<file path="src/rtl/fetch_sequencer_if.sv">
// Bundle between the fetch sequencer and its instruction memory / decode datapath.
// Memory handshake: IMEM_READ requests IMEM_ADDRESS, and a word is taken on any edge where IMEM_READ=1 and IMEM_BUSYWAIT=0.
// Issue handshake: the instruction retires on any edge where INSTR_VALID=1 and CPU_STALL=0.
interface fetch_sequencer_if;
    logic [31:0] PC;
    logic        IMEM_READ;
    logic [31:0] IMEM_ADDRESS;
    logic [31:0] IMEM_READDATA;
    logic        IMEM_BUSYWAIT;
    logic [31:0] INSTRUCTION;
    logic        INSTR_VALID;
    logic        CPU_STALL;
    logic        BRANCH_TAKEN;
    logic [31:0] BRANCH_TARGET;
    logic        FETCH_FAULT;
    logic [15:0] RETIRE_COUNT;

    modport master (
        output PC, IMEM_READ, IMEM_ADDRESS, INSTRUCTION, INSTR_VALID,
               FETCH_FAULT, RETIRE_COUNT,
        input  IMEM_READDATA, IMEM_BUSYWAIT, CPU_STALL, BRANCH_TAKEN, BRANCH_TARGET
    );

    modport slave (
        input  PC, IMEM_READ, IMEM_ADDRESS, INSTRUCTION, INSTR_VALID,
               FETCH_FAULT, RETIRE_COUNT,
        output IMEM_READDATA, IMEM_BUSYWAIT, CPU_STALL, BRANCH_TAKEN, BRANCH_TARGET
    );
endinterface

</file>
<file path="src/rtl/fetch_sequencer.sv">
// Multi-cycle fetch/issue controller: owns the PC, fetches through a BUSYWAIT
// memory, holds one instruction for the datapath and advances on retire.
module fetch_sequencer #(
    parameter logic [31:0] RESET_PC = 32'h0000_0000,
    parameter int unsigned PC_STEP  = 4,
    parameter int unsigned TIMEOUT  = 255
) (
    input  logic               CLK,
    input  logic               RESET,
    fetch_sequencer_if.master  bus,
    output logic [1:0]         state_o
);

    localparam logic [31:0] STEP        = 32'(PC_STEP);
    localparam logic [7:0]  TIMEOUT_CNT = 8'(TIMEOUT);

    typedef enum logic [1:0] {
        IDLE  = 2'd0,
        FETCH = 2'd1,
        ISSUE = 2'd2,
        FAULT = 2'd3
    } state_e;

    state_e      state_q, state_d;
    logic [31:0] pc_q, pc_d;
    logic [31:0] instr_q, instr_d;
    logic        valid_q, valid_d;
    logic        read_q, read_d;
    logic        fault_q, fault_d;
    logic [15:0] retire_q, retire_d;
    logic [7:0]  wait_q, wait_d;

    always_ff @(posedge CLK or posedge RESET) begin
        if (RESET) begin
            state_q  <= IDLE;
            pc_q     <= RESET_PC;
            instr_q  <= 32'h0;
            valid_q  <= 1'b0;
            read_q   <= 1'b0;
            fault_q  <= 1'b0;
            retire_q <= 16'h0;
            wait_q   <= 8'h0;
        end else begin
            state_q  <= state_d;
            pc_q     <= pc_d;
            instr_q  <= instr_d;
            valid_q  <= valid_d;
            read_q   <= read_d;
            fault_q  <= fault_d;
            retire_q <= retire_d;
            wait_q   <= wait_d;
        end
    end

    always_comb begin
        state_d  = state_q;
        pc_d     = pc_q;
        instr_d  = instr_q;
        valid_d  = valid_q;
        read_d   = read_q;
        fault_d  = fault_q;
        retire_d = retire_q;
        wait_d   = wait_q;
        case (state_q)
            IDLE: begin
                state_d = FETCH;
                read_d  = 1'b1;
            end
            FETCH: begin
                if (!bus.IMEM_BUSYWAIT) begin
                    instr_d = bus.IMEM_READDATA;
                    read_d  = 1'b0;
                    valid_d = 1'b1;
                    wait_d  = 8'h0;
                    state_d = ISSUE;
                end else if (wait_q == TIMEOUT_CNT) begin
                    // Counter is left as-is so it cannot wrap past TIMEOUT=255.
                    fault_d = 1'b1;
                    read_d  = 1'b0;
                    state_d = FAULT;
                end else begin
                    wait_d = wait_q + 8'd1;
                end
            end
            ISSUE: begin
                // Branch inputs only matter on the retiring edge.
                if (!bus.CPU_STALL) begin
                    retire_d = retire_q + 16'd1;
                    valid_d  = 1'b0;
                    read_d   = 1'b1;
                    state_d  = FETCH;
                    pc_d     = bus.BRANCH_TAKEN ? {bus.BRANCH_TARGET[31:2], 2'b00}
                                                : pc_q + STEP;
                end
            end
            FAULT: begin
                state_d = FAULT;
            end
            default: begin
                state_d = IDLE;
            end
        endcase
    end

    always_comb begin
        bus.PC           = pc_q;
        bus.IMEM_ADDRESS = pc_q;
        bus.IMEM_READ    = read_q;
        bus.INSTRUCTION  = instr_q;
        bus.INSTR_VALID  = valid_q;
        bus.FETCH_FAULT  = fault_q;
        bus.RETIRE_COUNT = retire_q;
        state_o          = state_q;
    end

endmodule

</file>
<file path="src/flat_wrapper.sv">
// flat-port wrapper written by rule: the top's interface ports become plain ports
module fetch_sequencer_flat 
#(
    parameter logic [31:0] RESET_PC = 32'h0000_0000,
    parameter int unsigned PC_STEP  = 4,
    parameter int unsigned TIMEOUT  = 255
)
  (CLK, RESET, state_o, bus_PC, bus_IMEM_READ, bus_IMEM_ADDRESS, bus_INSTRUCTION, bus_INSTR_VALID, bus_FETCH_FAULT, bus_RETIRE_COUNT, bus_IMEM_READDATA, bus_IMEM_BUSYWAIT, bus_CPU_STALL, bus_BRANCH_TAKEN, bus_BRANCH_TARGET);
  fetch_sequencer_if bus_i ();
  input  logic CLK;
  input  logic RESET;
  output logic [1:0] state_o;
  output wire logic [$bits(bus_i.PC)-1:0] bus_PC;
  output wire logic [$bits(bus_i.IMEM_READ)-1:0] bus_IMEM_READ;
  output wire logic [$bits(bus_i.IMEM_ADDRESS)-1:0] bus_IMEM_ADDRESS;
  output wire logic [$bits(bus_i.INSTRUCTION)-1:0] bus_INSTRUCTION;
  output wire logic [$bits(bus_i.INSTR_VALID)-1:0] bus_INSTR_VALID;
  output wire logic [$bits(bus_i.FETCH_FAULT)-1:0] bus_FETCH_FAULT;
  output wire logic [$bits(bus_i.RETIRE_COUNT)-1:0] bus_RETIRE_COUNT;
  input wire logic [$bits(bus_i.IMEM_READDATA)-1:0] bus_IMEM_READDATA;
  input wire logic [$bits(bus_i.IMEM_BUSYWAIT)-1:0] bus_IMEM_BUSYWAIT;
  input wire logic [$bits(bus_i.CPU_STALL)-1:0] bus_CPU_STALL;
  input wire logic [$bits(bus_i.BRANCH_TAKEN)-1:0] bus_BRANCH_TAKEN;
  input wire logic [$bits(bus_i.BRANCH_TARGET)-1:0] bus_BRANCH_TARGET;
  assign bus_PC = bus_i.PC;
  assign bus_IMEM_READ = bus_i.IMEM_READ;
  assign bus_IMEM_ADDRESS = bus_i.IMEM_ADDRESS;
  assign bus_INSTRUCTION = bus_i.INSTRUCTION;
  assign bus_INSTR_VALID = bus_i.INSTR_VALID;
  assign bus_FETCH_FAULT = bus_i.FETCH_FAULT;
  assign bus_RETIRE_COUNT = bus_i.RETIRE_COUNT;
  assign bus_i.IMEM_READDATA = bus_IMEM_READDATA;
  assign bus_i.IMEM_BUSYWAIT = bus_IMEM_BUSYWAIT;
  assign bus_i.CPU_STALL = bus_CPU_STALL;
  assign bus_i.BRANCH_TAKEN = bus_BRANCH_TAKEN;
  assign bus_i.BRANCH_TARGET = bus_BRANCH_TARGET;
  fetch_sequencer #(.RESET_PC(RESET_PC), .PC_STEP(PC_STEP), .TIMEOUT(TIMEOUT)) u_core (.CLK(CLK), .RESET(RESET), .bus(bus_i), .state_o(state_o));
endmodule
</file>
<file path="config.mk">
export PLATFORM = sky130hd
export DESIGN_NAME = fetch_sequencer_flat
export DESIGN_NICKNAME = d
export VERILOG_FILES = /design/src/rtl/fetch_sequencer_if.sv /design/src/rtl/fetch_sequencer.sv /design/src/flat_wrapper.sv
export SDC_FILE = /design/constraint.sdc
export NUM_CORES = 1
export LEC_CHECK = 0
export CAP_MARGIN = 20
export CORE_AREA = 2 2 108 110
export CTS_BUF_LIST = sky130_fd_sc_hd__clkbuf_16
export DETAILED_ROUTE_END_ITERATION = 7
export DIE_AREA = 0 0 110 112
export PLACE_DENSITY = 0.79
export SLEW_MARGIN = 0
export SYNTH_ARGS = -nofsm -noshare
export SYNTH_HDL_FRONTEND = slang
export SYNTH_SLANG_ARGS = --single-unit
</file>
<file path="constraint.sdc">
create_clock -name CLK -period 3.6 [get_ports CLK]
set_input_delay 0.54 -clock CLK [delete_from_list [all_inputs] [get_ports CLK]]
set_output_delay 0.54 -clock CLK [all_outputs]
set_load 0.05 [all_outputs]
</file>
### Word level (Yosys, flattened, before mapping)

Index checks and enable logic that the tools add are counted.

| word-level totals | value |
|---|---|
| register bits | 93 |
| bits of input ports | 69 |

| operators by class | value |
|---|---|
| add/subtract/negate cells | 3 |
| equal/unequal tests | 8 |
| multiplexer cells | 14 |
| bitwise logic cells | 2 |
| reduce and logical (&&, ||, !) cells | 10 |

Operator list:

| cell | number |
|---|---|
| 32-bit by 3-bit adder with 32-bit output, second input constant | 1 |
| 32-bit two-way mux | 1 |
| 16-bit by 1-bit adder with 16-bit output, second input constant | 1 |
| 8-bit two-way mux | 2 |
| 3-bit AND reduction | 3 |
| 8-bit by 1-bit adder with 8-bit output, second input constant | 1 |
| 8-bit == test, second input constant | 1 |
| 2-bit one-hot mux with 4 select lines | 1 |
| 2-bit AND reduction | 4 |
| 2-bit two-way mux | 3 |
| 2-bit != test, second input constant | 3 |
| 1-bit two-way mux | 5 |
| 2-bit == test, second input constant | 2 |
| 3-bit by 2-bit != test with 1-bit output, second input constant | 1 |
| 1-bit one-hot mux with 3 select lines | 1 |
| 3-bit nonzero test | 1 |
| 2-bit by 1-bit == test with 1-bit output, second input constant | 1 |
| 2-bit zero test | 1 |
| 1-bit inverter | 2 |
| 1-bit one-hot mux with 2 select lines | 1 |
| 2-bit nonzero test | 1 |

### Depth between registers and ports, before layout

| logic depth | value |
|---|---|
| depth after elaboration | 4 |
| depth in mapped cells | 8 |
| mapped depth without buffers | 6 |

### Worst setup path before layout

OpenSTA, ideal clock, no wires.

| timing | value |
|---|---|
| path type | flip-flop to flip-flop |
| start point | reg u_core.pc_q[2], in the netlist u_core.bus.IMEM_ADDRESS[2] |
| end point | reg u_core.pc_q[20], in the netlist u_core.bus.IMEM_ADDRESS[20] |
| library setup time | 138 ps |
| arrival time | 2036 ps |
| slack | 1426 ps |
| stages on the path, launching flop included | 8 |
| clock period less this slack | 2174 ps |
| cell sequence | dfrtp_1 > ha_1 > nand3_2 > nor4_4 > buf_4 > nand2_1 > o32ai_1 > a21oi_1 |

| between the ends | value |
|---|---|
| word-level cells in the longest chain between the ends | 2 |

Ends and longest elaborated chain:

| what | line | RTL |
|---|---|---|
| start, declared | fetch_sequencer.sv:25 | `logic [31:0] pc_q, pc_d;` |
| start signal, assigned | fetch_sequencer.sv:45 | `pc_q <= pc_d;` |
| 32-bit by 3-bit adder with 32-bit output | fetch_sequencer.sv:93 | `: pc_q + STEP;` |
| 32-bit two-way mux | fetch_sequencer.sv:92 | `pc_d = bus.BRANCH_TAKEN ? {bus.BRANCH_TARGET[31:2], 2'b00}` |

Every way passes these cells.
A chain may end at the register's enable or synchronous reset.

### Worst setup path in the final report

| timing | value |
|---|---|
| start point | reg u_core.pc_q[5], in the netlist u_core.bus.IMEM_ADDRESS[5] |
| end point | out bus_IMEM_ADDRESS[5] |

RTL lines:

| what | line | RTL |
|---|---|---|
| end, declared | flat_wrapper.sv:15 | `output wire logic [$bits(bus_i.IMEM_ADDRESS)-1:0] bus_IMEM_ADDRESS;` |

No word-level cell between the ends.

==> impl_metrics.json <==
{
  "worst-path-buf-inv": 1,
  "seq_area_frac_synth_pct": 47.61,
  "cp_slowest_cell": "clkdlybuf4s50_1",
  "worst_slew_pin_slew_ps": 857.9,
  "num_antenna_cells": 0,
  "yosys-mux-area-fraction_pct": 8.397,
  "clockBufferDepth": 2,
  "grt_first_pass_wirelength_um": 19510,
  "worstPathRequired_ps": 3060,
  "avgSynthCellArea_sq_um": 9.822,
  "syn2layout_area_growth_pct": 41.51,
  "synth_area_sq_um": 4783,
  "port_buffers": 179,
  "die_area_sq_um": 12320,
  "cts.sinks": 91,
  "viasPerCell": 5.466,
  "setup_viol": 0,
  "drive_above_1_share_pct": 10.37,
  "hold_viol": 0,
  "grt_usage_pct": 19.81,
  "grt_pass1_vias": 4025,
  "hold_buffers": 0,
  "cp_slowest_stage_delay_ps": 870,
  "p_leak_nw": 2.745,
  "io_pins": 186,
  "cts_resized": 0,
  "period_share_pct": 63.11,
  "worstPathMaxFanout": 8,
  "grt_max_degree": 92,
  "critical_path_arrival_ps": 1730,
  "post_cts_buffers": 0,
  "synth-main-ff-cell": "dfrtp_1",
  "irDropWorstVdd_mv": 0.5544,
  "slew_violations": 0,
  "core-area_sq_um": 11170,
  "end_kind": "output port",
  "whs_ps": 477.6,
  "power_density_nw_per_um2": 762.6,
  "path_clk_slew_ps": 60,
  "clk_latency_ps": 330,
  "pwr-share-seq_pct": 31.1,
  "drtPass1Iterations": 4,
  "critical_path_class": "register to output port",
  "synth_compound_area_share_pct": 13.89,
  "max_freq_mhz": 440.1,
  "synth_top_family_by_area": "simple AND/OR/NAND/NOR gates",
  "hp-class": "register to register",
  "setup-tns-final_ps": 0,
  "async_reset_ff_share_pct": 100.0,
  "fin_skew_ps": 11.46,
  "synth_edf_count": 0,
  "antenna_found_initial": 0,
  "cp_top_family": "buffers and inverters",
  "wire_per_inst_um": 15.49,
  "power.internal_mw": 2.800,
  "post-route-util_pct": 60.58,
  "ys_ff_latch": 91,
  "synth_xor_area_share_pct": 2.747,
  "crit_chain": "clkdlybuf4s50_1",
  "fp.dieW_um": 110,
  "h-tree-depth": 3,
  "cts_buffers": 9,
  "relSlewSlack_pct": 42.75,
  "ys_warn_count": 0,
  "ys_types": 60,
  "cts_root_buf": "clkbuf_16",
  "dp_hpwl_um": 8426,
  "status": "finished, final reports clean",
  "synth_fa_ha_area_share_pct": 0.7847,
  "drtAntennaViolNets": 0,
  "drt_iter0_drc": 182,
  "layout.nets": 694,
  "gp_congestion": 0.8045,
  "globalRouteOverflowTotal": 0,
  "p_sw_mw": 2.362,
  "combinationalPowerShare_pct": 48.8,
  "drv_cap": 0,
  "cts_tree": "yes",
  "yosys.area_share.simple_pct": 17.53,
  "initial_core_util_pct": 42.81,
  "drc": 0,
  "num_rows": 39,
  "vias": 4209,
  "die_y_um": 112,
  "netSwitchingFraction_pct": 45.76,
  "start_kind": "register",
  "netlist_instances": 487,
  "routed_wl_um": 11930,
  "post-route-min-period_ps": 2272,
  "rsz0062_at_grt": "no",
  "p_clk_share_pct": 20.2,
  "fill_cells": 939
}
layout make-up:
cell class                      count  area [sq um]  area share [%]
Tap cell                          143         178.9           2.643
Multi-Input combinational cell    325          2093           30.92
Sequential cell                    91          2277           33.64
Clock buffer                        9         225.2           3.327
Inverter                            9         35.03          0.5176
Timing Repair Buffer              186          1852           27.36
Clock inverter                      7         107.6           1.590
state kept, by name (all words and copies together), names as in the netlist:
name	cells
u_core.state_o	2
u_core.bus.FETCH_FAULT	1
u_core.bus.INSTR_VALID	1
u_core.bus.RETIRE_COUNT	16
u_core.bus.IMEM_ADDRESS	30
u_core.bus.INSTRUCTION	32
u_core.bus.IMEM_READ	1
u_core.wait_q	8
cell usage after synthesis (4+ instances only):
cell type / number / area share [%]
o21ai_0: 24 / 2.5
nor2_1: 25 / 2.0
a31oi_1: 6 / 0.78
dfrtp_1: 91 / 48
buf_2: 10 / 1.0
inv_1: 9 / 0.71
nor3_1: 14 / 1.5
a21oi_1: 36 / 3.8
mux2_1: 8 / 1.9
o22ai_1: 5 / 0.65
xnor2_1: 10 / 1.8
nand3_1: 23 / 2.4
or3_1: 4 / 0.52
a22o_1: 4 / 0.73
clkbuf_1: 17 / 1.3
nand2_1: 47 / 3.7
mux2_2: 25 / 5.9
buf_4: 35 / 5.5
xor2_1: 5 / 0.92
a21o_1: 4 / 0.63
nand4_1: 13 / 1.7
and3_1: 9 / 1.2
power by group through the flow:
| stage | combinational, mW | clock [mW] | sequential [mW] |
|---|---|---|---|
| after detailed placement | 2.52 | 0 | 1.62 |
| after global routing | 2.62 | 1.12 | 1.66 |
| final | 2.52 | 1.04 | 1.60 |
| after CTS | 2.54 | 1.07 | 1.61 |
| after global placement | 2.49 | 0 | 1.60 |
| after floorplan | 0.781 | 0 | 2.55 |
cell usage in the layout (no fill, tap or decap), types with 4 or more instances in the layout:
cell type,netlist,layout
a21o_1,4,4
nand4_1,13,13
o22ai_1,5,5
xnor2_1,10,10
nand2_1,47,47
dfrtp_1,91,91
xor2_1,5,5
mux2_2,25,25
inv_1,9,8
and3_1,9,9
a22o_1,4,4
or3_1,4,4
clkdlybuf4s50_1,0,178
conb_1,1,4
nand3_1,23,23
mux2_1,8,8
nor2_1,25,25
buf_4,35,6
clkbuf_16,0,9
o21ai_0,24,24
nor3_1,14,14
a31oi_1,6,6
a21oi_1,36,36
metrics by stage:
step                cell area, sq um  power [mW]  setup WS, ps  cells
floorplan                       4795       3.326         696.4    490
CTS                             6769       5.208          1315    770
global placement                6436       4.089          1176    754
detailed placement              6436       4.147          1139    754
finish                          6769       5.162          1328    770
global route                    6769       5.391          1254    770
cells by family (layout without fill, tap and decap cells):
group	Yosys count	after routing
simple gates	161	161
compound gates	106	106
mux	36	36
fa+ha+maj	3	3
other cells	1	4
flops	91	91
xor+xnor	15	15
buf+inv	74	211
per-layer routing:
| layer | vias up | GRT usage, % | wire length [um] |
|---|---|---|---|
| met5 | - | 0 | 0 |
| met4 | 0 | 6.582 | 116 |
| met3 | 12 | 3.981 | 772 |
| met2 | 154 | 32.35 | 6098 |
| met1 | 2052 | 26.10 | 4938 |
| li1 | 1991 | - | - |
path summary, 6_finish.rpt:
kind,startpoint,slack [ps],to,cells after the start
worst max-delay path,u_core.bus.IMEM_ADDRESS[5]$_DFFE_PP0P_,1330,bus_IMEM_ADDRESS[5],1
worst min-delay path,u_core.bus.RETIRE_COUNT[15]$_DFFE_PP0P_,480,u_core.bus.RETIRE_COUNT[15]$_DFFE_PP0P_,1
worst max register to register,u_core.bus.IMEM_ADDRESS[2]$_DFFE_PP0P_,1460,u_core.bus.IMEM_ADDRESS[26]$_DFFE_PP0P_,7
worst min register to register,u_core.bus.RETIRE_COUNT[15]$_DFFE_PP0P_,480,u_core.bus.RETIRE_COUNT[15]$_DFFE_PP0P_,1
max in group asynchronous,RESET,2590,u_core.bus.IMEM_ADDRESS[15]$_DFFE_PP0P_,3
min in group asynchronous,RESET,630,u_core.bus.INSTRUCTION[16]$_DFFE_PP0P_,3
(Power assumes the default switching activity.)
